===== src/rtl/shift_pkg.sv =====
// Shared encodings and defaults for the multicycle shift unit.
// Build with SHIFT_MULTISTEP_EN to allow 4-bit steps while the count is large.
package shift_pkg;
  localparam int WIDTH_DEF   = 32;
  localparam int SHAMT_W_DEF = 5;

  typedef enum logic [1:0] {
    OP_SLL  = 2'b00,
    OP_SRL  = 2'b01,
    OP_SRA  = 2'b10,
    OP_PASS = 2'b11
  } op_e;

  typedef enum logic [1:0] {
    ST_IDLE  = 2'b00,
    ST_SHIFT = 2'b01,
    ST_DONE  = 2'b10
  } state_e;
endpackage


===== src/rtl/shift_step.sv =====
// Combinational single-step shifter: applies op to value by a small amount.
module shift_step
  import shift_pkg::*;
#(
  parameter int WIDTH = WIDTH_DEF
) (
  input  op_e              op,
  input  logic [WIDTH-1:0] value,
  input  logic [2:0]       amt,
  output logic [WIDTH-1:0] shifted
);
  always_comb begin
    shifted = value;
    case (op)
      OP_SLL:  shifted = value << amt;
      OP_SRL:  shifted = value >> amt;
      OP_SRA:  shifted = WIDTH'($signed(value) >>> amt);
      default: shifted = value;
    endcase
  end
endmodule


===== src/rtl/seq_shift_unit.sv =====
// Iterative SLL/SRL/SRA unit with start/done handshake and held result.
// SHIFT_MULTISTEP_EN: shift by 4 per cycle while the remaining count is >= 4.
module seq_shift_unit
  import shift_pkg::*;
#(
  parameter int WIDTH   = WIDTH_DEF,
  parameter int SHAMT_W = SHAMT_W_DEF
) (
  input  logic               clk,
  input  logic               reset,
  input  logic               start,
  input  logic [1:0]         op,
  input  logic [WIDTH-1:0]   data_in,
  input  logic [SHAMT_W-1:0] shamt,
  output logic               busy,
  output logic               done,
  output logic [WIDTH-1:0]   result
);
  state_e             state_q, state_d;
  op_e                op_q;
  logic [SHAMT_W-1:0] cnt_q, cnt_nxt;
  logic [WIDTH-1:0]   result_q, shifted;
  logic [2:0]         step;

`ifdef SHIFT_MULTISTEP_EN
  assign step = (cnt_q >= SHAMT_W'(4)) ? 3'd4 : 3'd1;
`else
  assign step = 3'd1;
`endif

  assign cnt_nxt = cnt_q - SHAMT_W'(step);

  shift_step #(.WIDTH(WIDTH)) u_step (
    .op      (op_q),
    .value   (result_q),
    .amt     (step),
    .shifted (shifted)
  );

  always_comb begin
    state_d = state_q;
    case (state_q)
      ST_IDLE:
        if (start)
          state_d = (shamt == '0 || op_e'(op) == OP_PASS) ? ST_DONE : ST_SHIFT;
      ST_SHIFT:
        if (cnt_nxt == '0) state_d = ST_DONE;
      ST_DONE:  state_d = ST_IDLE;
      default:  state_d = ST_IDLE;
    endcase
  end

  always_ff @(posedge clk) begin
    if (reset) begin
      state_q  <= ST_IDLE;
      op_q     <= OP_SLL;
      cnt_q    <= '0;
      result_q <= '0;
    end else begin
      state_q <= state_d;
      case (state_q)
        ST_IDLE:
          if (start) begin
            result_q <= data_in;
            cnt_q    <= shamt;
            op_q     <= op_e'(op);
          end
        ST_SHIFT: begin
          result_q <= shifted;
          cnt_q    <= cnt_nxt;
        end
        default: ;
      endcase
    end
  end

  assign busy   = (state_q != ST_IDLE);
  assign done   = (state_q == ST_DONE);
  assign result = result_q;
endmodule


===== config.mk =====
export PLATFORM = sky130hd
export DESIGN_NAME = seq_shift_unit
export DESIGN_NICKNAME = d
export VERILOG_FILES = /design/src/rtl/shift_pkg.sv /design/src/rtl/shift_step.sv /design/src/rtl/seq_shift_unit.sv
export SDC_FILE = /design/constraint.sdc
export NUM_CORES = 1
export LEC_CHECK = 0
export ABC_AREA = 1
export CORE_MARGIN = 4
export CORE_UTILIZATION = 50
export DETAILED_ROUTE_END_ITERATION = 16
export GPL_TIMING_DRIVEN = 0
export PLACE_DENSITY_LB_ADDON = 0.3
export SLEW_MARGIN = 20
export SYNTH_ARGS = -nofsm -noshare
export SYNTH_HDL_FRONTEND = slang
export SYNTH_HIERARCHICAL = 1
export SYNTH_SLANG_ARGS = --single-unit

===== constraint.sdc =====
create_clock -name clk -period 3.2 [get_ports clk]
set_input_delay 0.8 -clock clk [delete_from_list [all_inputs] [get_ports clk]]
set_output_delay 0.8 -clock clk [all_outputs]
set_load 0.05 [all_outputs]

==> results.md <==
* Run status: finished, final reports clean
* Relative slew margins at 0.506
* Adder and majority gate portion of the synthesized area at 0.00553
* Post-synth EDFFs at 0
* Number of cell rows at 34
* Min-delay worst type: reg -> reg
* Startpoint Class: flop
* Grt total ovfl at 0
* DRC Markers at 0
* Period utilization at 0.784
* CTS tree: yes
* Layout filler cell count at 856
* Initial DRC Count at 1010
* Synth Cell Area at 4520 um2
* Synth Area in Simple Gates at 0.560
* Commonest non-fill, non-tap cell in the layout: nand2_1
* Layout cell share with drive strength beyond 1 at 0.0751
* Final Skew at 15.7 ps
* CP Max Fanout at 5
* Root Driver: clkbuf_8
* Static leakage at 0.00255 uW
* Unrepaired setup endpoints after global routing: no
* Die Ht at 103 um
* DPL Wire Length at 14.7 mm
* Vias at 6480
* Drt via density at 6.40
* WL/cell at 19.9 um
* Htree depth at 2
* Delay-heaviest family, CP: buffers and inverters
* Max-cap viol count at 0
* Async SR Flop Fraction at 0
* Slowest CP cell: clkdlybuf4s50_1
* Worst-path clk slew at 110 ps
* TritonCTS Sinks at 41
* Core region area at 8760 um2
* Final Slew Violations at 0
* Main combinational cell family by area after synthesis: simple AND/OR/NAND/NOR gates
* Worst-path cell chain: clkdlybuf4s50_1
* Vias in the first global route at 5883
* Largest net degree at the start of global routing at 16
* Power Density at 690 nW/um2
* Mux share of post-synthesis cell area at 0
* Slowest stage delay, CP at 870 ps
* CP Class: reg -> out
* Post-synth top flop: dfxtp_1
* Register area share after synthesis at 0.182
* Seq. cell area at 821 um2
* Initial Util at 0.516
* Port buffer count at 75
* Die Area at 10600 um2
* Num CTS Buffers at 5
* Post_cts resized at 0
* Hold WS at 546 ps
* Routability-driven placement congestion ratio at 1.07
* Final Critical Period at 2510 ps
* P&R area growth vs syn at 21.9%
* Final core occ at 0.629
* Setup TNS Final at 0 ps
* Synth unique cells at 33
* Avg Inst Size Synth at 5.52 um2
* Top-level I/O count at 76
* Worst endpoint required time at 2400 ps
* Die width at 103 um
* First-pass GRT wire length at 31.0 mm
* CP endpoint kind: output port
* Mapped Cells at 819
* Crit path buf inv count at 1
* Post-CTS setup buffers at 0
* Finished Layout Cells at 1013
* Setup violators final at 0
* Synth Warn # at 6
* Synth Area in XOR/XNOR at 0.00360
* Multi-input logic area at 3230 um2
* CTS hold repair buffers at 0
* Longest Clk Path Bufs at 2
* Synth Area in Compound Gates at 0.141
* Initial antenna violation count at 0
* Final Hold Fails at 0
* Final Routed Wirelength at 20.1 mm
* Post-DRT Antenna Nets at 0
* Inst Count DP at 1005
* Worst skew pair latency at 310 ps
* Total GRT Usage at 0.379
* Synthesis-stage register bit count at 41
* Fmax at 0.399 GHz
* CP Data Arrival Time at 1710 ps
* Tightest Pin Transition at 740 ps
* N_diodes at 0
* Commonest cells after routing, fill and taps aside: 287 x nand2_1, 227 x nand3_1, 75 x clkdlybuf4s50_1, 63 x o21ai_0, 41 x dfxtp_1
* Peak VDD IR at 0.422 mV
* Nets at 948
* First-pass DRT Iterations at 9
area by class of cell:
cell class	instances	share of cell area
Clock buffer	5	0.0125
Sequential cell	41	0.149
Inverter	30	0.0218
Timing Repair Buffer	75	0.136
Buffer	59	0.0660
Tap cell	108	0.0245
Clock inverter	3	0.00454
Multi-Input combinational cell	692	0.586
cells by family (layout without fill, tap and decap cells):
group | after synthesis | count (layout)
AOI/OAI and AO/OA | 114 | 114
adders and majority gates | 2 | 2
xor gates and xnor gates | 1 | 1
other | 2 | 5
and+or+nand+nor | 570 | 570
buffers and inverters | 89 | 172
DFF | 41 | 41
path summary, 6_finish.rpt:
check                                        startpoint                endpoint  slack (ps)  depth (start not counted)
worst max register to register     op_q[0]$_SDFFE_PP0P_  result[9]$_SDFFE_PP0P_        1150                          8
worst max-delay path            result[14]$_SDFFE_PP0P_              result[14]         690                          1
worst min register to register     op_q[1]$_SDFFE_PP0P_    op_q[1]$_SDFFE_PP0P_         550                          2
worst min-delay path               op_q[1]$_SDFFE_PP0P_    op_q[1]$_SDFFE_PP0P_         550                          2
where the power goes:
part | total, uW | internal, uW | switching [uW] | leakage [uW]
Sequential | 874 | 659 | 215 | 0.000341
Combinational | 2540 | 815 | 1730 | 0.00217
Clock | 389 | 158 | 230 | 0.0000447
flip-flops by register name (all words and copies together), names as in the netlist:
register,flops
state_q,2
op_q,2
result,32
cnt_q,5
cells in the mapped netlist (2+ instances only):
master,number,share of area
nand2_1,287,0.24
nor2_8,3,0.013
conb_1,2,0.0017
clkbuf_1,12,0.010
dfxtp_1,41,0.18
nand3_1,227,0.25
a21oi_1,9,0.010
a31oi_1,33,0.046
nand4_1,4,0.0055
o21ai_0,63,0.070
o21ai_1,2,0.0022
nand3b_1,4,0.0066
inv_1,26,0.022
and2_1,3,0.0042
ha_1,2,0.0055
nor2_2,3,0.0042
o211ai_1,2,0.0033
buf_4,10,0.017
a211oi_1,2,0.0033
buf_2,24,0.027
buf_1,3,0.0025
nor3_1,3,0.0033
buf_6,10,0.025
nor2_1,33,0.027
inv_4,3,0.0042
layer usage:
metal / track usage / part of all wire / vias up
met2: 0.576 / 0.42 / 548
met4: 0.149 / 0.053 / 0
met3: 0.104 / 0.14 / 120
met5: 0 / 0 / -
met1: 0.507 / 0.39 / 2863
li1: - / - / 2949
through the flow:
step	total power (uW)	worst slack (ps)	instance area (um2)
after floorplan	2540	1380	4530
after global placement	3210	930	5420
after detailed placement	3240	842	5420
after CTS	3630	690	5510
after global routing	4020	612	5510
final	3810	691	5510
(Power assumes the default switching activity.)
